**config.mk**
```make
export PLATFORM = sky130hd
export DESIGN_NAME = d_input_debouncer
export DESIGN_NICKNAME = d
export VERILOG_FILES = /design/src/rtl/d_ff_pkg.sv /design/src/rtl/sync_2ff.sv /design/src/rtl/d_input_debouncer.sv
export SDC_FILE = /design/constraint.sdc
export NUM_CORES = 1
export LEC_CHECK = 0
export CORE_MARGIN = 2
export CORE_UTILIZATION = 40
export CTS_CLUSTER_SIZE = 30
export DETAILED_ROUTE_END_ITERATION = 7
export GPL_TIMING_DRIVEN = 0
export PLACE_DENSITY_LB_ADDON = 0.25
export SYNTH_ARGS = -nofsm -noshare
export SYNTH_HDL_FRONTEND = slang
export SYNTH_SLANG_ARGS = --single-unit
export TNS_END_PERCENT = 50
```
**constraint.sdc**
```tcl
create_clock -name clk -period 2.23 [get_ports clk]
set_clock_uncertainty 0.1 [all_clocks]
set_input_delay 0.3345 -clock clk [delete_from_list [all_inputs] [get_ports clk]]
set_output_delay 0.3345 -clock clk [all_outputs]
set_load 0.005 [all_outputs]
```
**src/rtl/d_ff_pkg.sv**
```systemverilog
// rtl/d_ff_pkg.sv - shared state encoding and default sizing for the input debouncer
package d_ff_pkg;

  typedef enum logic [1:0] {
    STABLE_LO = 2'b00,
    QUAL_HI   = 2'b01,
    STABLE_HI = 2'b10,
    QUAL_LO   = 2'b11
  } dbnc_state_t;

  localparam int DEFAULT_STABLE_CYCLES = 4;
  localparam int DEFAULT_CNT_W         = 16;

  function automatic logic is_qualifying(input dbnc_state_t s);
    return (s == QUAL_HI) || (s == QUAL_LO);
  endfunction

endpackage

```
**src/rtl/sync_2ff.sv**
```systemverilog
// rtl/sync_2ff.sv - two-flop synchronizer for a single asynchronous level
module sync_2ff (
  input  logic clk,
  input  logic rst_n,
  input  logic async_in,
  output logic sync_out
);

  logic sync1;

  always_ff @(posedge clk) begin
    if (!rst_n) begin
      sync1    <= 1'b0;
      sync_out <= 1'b0;
    end else begin
      sync1    <= async_in;
      sync_out <= sync1;
    end
  end

endmodule

```
**src/rtl/d_input_debouncer.sv**
```systemverilog
// rtl/d_input_debouncer.sv - debounces a raw pin: a new level must hold STABLE_CYCLES synchronized cycles
module d_input_debouncer
  import d_ff_pkg::*;
#(
  parameter int STABLE_CYCLES = DEFAULT_STABLE_CYCLES,
  parameter int CNT_W         = DEFAULT_CNT_W
) (
  input  logic clk,
  input  logic rst_n,
  input  logic din,
  output logic d_clean,
  output logic rise_pulse,
  output logic fall_pulse,
  output logic busy
);

  localparam logic [CNT_W-1:0] CNT_ONE  = CNT_W'(1);
  localparam logic [CNT_W-1:0] CNT_LAST = CNT_W'(STABLE_CYCLES - 1);
  localparam logic [CNT_W-1:0] CNT_MAX  = {CNT_W{1'b1}};

  logic          sync2;
  dbnc_state_t   state;
  logic [CNT_W-1:0] cnt;

  sync_2ff u_sync (
    .clk      (clk),
    .rst_n    (rst_n),
    .async_in (din),
    .sync_out (sync2)
  );

  // Outputs are registered alongside the state so nothing combinational reaches din.
  always_ff @(posedge clk) begin
    if (!rst_n) begin
      state      <= STABLE_LO;
      cnt        <= '0;
      d_clean    <= 1'b0;
      rise_pulse <= 1'b0;
      fall_pulse <= 1'b0;
      busy       <= 1'b0;
    end else begin
      rise_pulse <= 1'b0;
      fall_pulse <= 1'b0;
      case (state)
        STABLE_LO: begin
          if (sync2) begin
            state <= QUAL_HI;
            cnt   <= CNT_ONE;
            busy  <= 1'b1;
          end
        end
        QUAL_HI: begin
          if (!sync2) begin
            state <= STABLE_LO;
            cnt   <= '0;
            busy  <= 1'b0;
          end else if (cnt == CNT_LAST) begin
            state      <= STABLE_HI;
            cnt        <= '0;
            d_clean    <= 1'b1;
            rise_pulse <= 1'b1;
            busy       <= 1'b0;
          end else if (cnt != CNT_MAX) begin
            cnt <= cnt + CNT_ONE;
          end
        end
        STABLE_HI: begin
          if (!sync2) begin
            state <= QUAL_LO;
            cnt   <= CNT_ONE;
            busy  <= 1'b1;
          end
        end
        QUAL_LO: begin
          if (sync2) begin
            state <= STABLE_HI;
            cnt   <= '0;
            busy  <= 1'b0;
          end else if (cnt == CNT_LAST) begin
            state      <= STABLE_LO;
            cnt        <= '0;
            d_clean    <= 1'b0;
            fall_pulse <= 1'b1;
            busy       <= 1'b0;
          end else if (cnt != CNT_MAX) begin
            cnt <= cnt + CNT_ONE;
          end
        end
        default: begin
          state   <= STABLE_LO;
          cnt     <= '0;
          d_clean <= 1'b0;
          busy    <= 1'b0;
        end
      endcase
    end
  end

endmodule

```
==> impl_metrics.json <==
{
  "yosys_warnings": 0,
  "ys_seq_area_frac": 0.369,
  "gp_congestion": 0.903,
  "grt_pass1_wl_um": 5390,
  "n_antenna_cell": 0,
  "antenna_left": 0,
  "dieArea_um2": 3730,
  "synth_fp_nets": 169,
  "drive_gt1_frac": 0.0920,
  "cp_max_fo": 9,
  "grt_start_max_net_pins": 14,
  "min_period_ns": 2.09,
  "die_w_um": 61.1,
  "r2r_slack_ns": 0.14,
  "tritoncts": "built",
  "hold_path_class": "flop to flop",
  "finalPower_uw": 723,
  "numCtsBuffers": 3,
  "cp.required_ns": 2.35,
  "synth_cells": 165,
  "cap_violations": 0,
  "cts_hold_buffers": 0,
  "hpwl_um": 2350,
  "first_pass_iters": 4,
  "synthAdderAreaFrac": 0.00960,
  "final_core_util": 0.476,
  "synth_mux_area_frac": 0.00768,
  "status": "finished, final reports clean",
  "io_buffer_count": 6,
  "drtIter0Drc": 40,
  "ir_drop_uv": 381,
  "yosysUniqueCellTypes": 43,
  "synthFlopType": "dfxtp_1",
  "synth_compound_area_frac": 0.187,
  "wl_per_cell_um": 14.7,
  "clk_latency_ns": 0.32,
  "postPlaceCellArea_um2": 1420,
  "clockRootBuffer": "clkbuf_4",
  "fin_crit_sh": 0.936,
  "drc": 0,
  "via_count": 1339,
  "final_common_cell": "dfxtp_1",
  "slew_violations": 0,
  "fill_cells": 321,
  "grt_pass1_vias": 1188,
  "cts_sinks": 24,
  "fin_nets": 179,
  "clkTransAtPathRegs_ns": 0.13,
  "htree_levels": 1,
  "finalWorstSetupSlack_ns": 0.142,
  "synthSimpleGateAreaFrac": 0.351,
  "grtUsageTotal": 0.195,
  "slew_headroom": 0.561,
  "rsz0062_at_grt": "false",
  "row_count": 20,
  "synth_top_family_by_area": "simple AND/OR/NAND/NOR gates",
  "final_cell_mix": "dfxtp_1, nor2_1, nand3_1",
  "endpoint_kind": "flop",
  "area_growth_pct": 12.4,
  "synth_area_um2": 1300,
  "die_h_um": 61.1,
  "critPathLaunchType": "flop",
  "globalRouteOverflowTotal": 0,
  "arrival_ns": 2.20,
  "num_io_pins": 7,
  "seqCellArea_um2": 480,
  "worst-setup-path-type": "flop to flop",
  "report.final.hold_viol_count": 0,
  "cellLeakagePower_nw": 0.497,
  "finalSetupViolCount": 0,
  "avgViaCountPerCell": 6.14,
  "grt_antenna_before_repair": 0,
  "power_density_nw_per_um2": 494,
  "design_area_um2": 1470,
  "worst_pin_slew_ns": 0.653,
  "initial_utilization": 0.424,
  "core_um2": 3080,
  "totalWireLength_um": 3190,
  "synth-edff-count": 0,
  "post-place-ws_ns": -0.419,
  "multi_input_area_um2": 759,
  "syn_avg_cell_area_um2": 7.90,
  "cts_buffer_depth": 2,
  "ys_ff_latch": 24,
  "synth_xor_xnor_area_share": 0.0192,
  "async_reset_ff_frac": 0,
  "max_freq_ghz": 0.479
}
## power breakdown
| group | total, mW | internal (mW) | switching [mW] |
|---|---|---|---|
| Sequential | 0.441 | 0.435 | 0.00548 |
| Combinational | 0.0456 | 0.0197 | 0.0260 |
| Clock | 0.237 | 0.0999 | 0.137 |
| Total | 0.723 | 0.555 | 0.168 |
## path summary, 6_finish.rpt
check                           cells after the start         start               to
worst max register to register                      7        cnt[9]          d_clean
worst min register to register                      1  u_sync.sync1  u_sync.sync_out
worst min-delay path                                1  u_sync.sync1  u_sync.sync_out
worst max-delay path                                7        cnt[9]          d_clean
## worst max-delay path, cell delays in order, from the launching register on
cell	delay, ns
dfxtp_1	0.33
buf_6	0.13
or4_1	0.52
nor4b_1	0.26
and4_1	0.22
buf_4	0.13
mux2i_1	0.20
a21oi_1	0.09
## synth_stat cells (all sizes together) (2+ instances only)
cell    instances  area, um^2
a211oi          3        22.5
a21oi          11        55.1
a31oi           2        12.5
and2            3        18.8
and3            4        25.0
and4            4        35.0
buf             6        38.8
clkbuf          5        20.0
dfxtp          24         480
inv             4        15.0
nand2          11        41.3
nand3          14        70.1
nand3b          2        15.0
nand4           6        37.5
nor2           16        60.1
nor3            7        35.0
nor4            5        31.3
nor4b           2        17.5
o211ai          3        22.5
o21ai           9        45.0
o31ai           2        15.0
or4             4        30.0
xor2            2        25.0
## cells by family after synthesis
group,count (synthesis)
AO/OA/AOI/OAI,38
flip-flops,24
XOR/XNOR,2
buffers and inverters,15
AND/OR/NAND/NOR,84
multiplexers,1
adder cells (fa/ha/maj),1
## registers in the layout (all words and copies together), names as in the netlist, named ones only
name / cells
fall_pulse: 1
state: 1
d_clean: 1
u_sync.sync1: 1
u_sync.sync_out: 1
cnt: 16
busy: 1
rise_pulse: 1
## through the flow
stage	TNS [ns]	hold slack, ns	std cells
after detailed placement	-2.66	0.358	215
after global routing	0	0.401	218
after CTS	0	0.390	220
final	0	0.388	218
after floorplan	0	0.312	165
after global placement	-2.34	0.320	215
## what timing repair did
| item | 4_1_cts | 5_1_grt |
|---|---|---|
| resized for setup | 1 | 3 |
| pin swaps | 1 | 0 |
| buffers inserted | 1 | 0 |
| endpoints found under the setup margin | 6 | 14 |
## per-layer routing
layer | share of wire | wire length [um] | global-route usage | up-vias
met1 | 0.47 | 1490 | 0.262 | 648
met4 | 0.022 | 69 | 0.0932 | 0
met3 | 0.053 | 169 | 0.0210 | 6
met2 | 0.46 | 1460 | 0.313 | 44
li1 | - | - | - | 641
met5 | 0 | 0 | 0 | -
## final cells by class
type	instances	share of cell area
Inverter	4	0.0102
Timing Repair Buffer	7	0.0461
Tap cell	44	0.0376
Buffer	9	0.0350
Sequential cell	24	0.328
Multi-Input combinational cell	126	0.518
Clock buffer	4	0.0248
(Power assumes the default switching activity.)
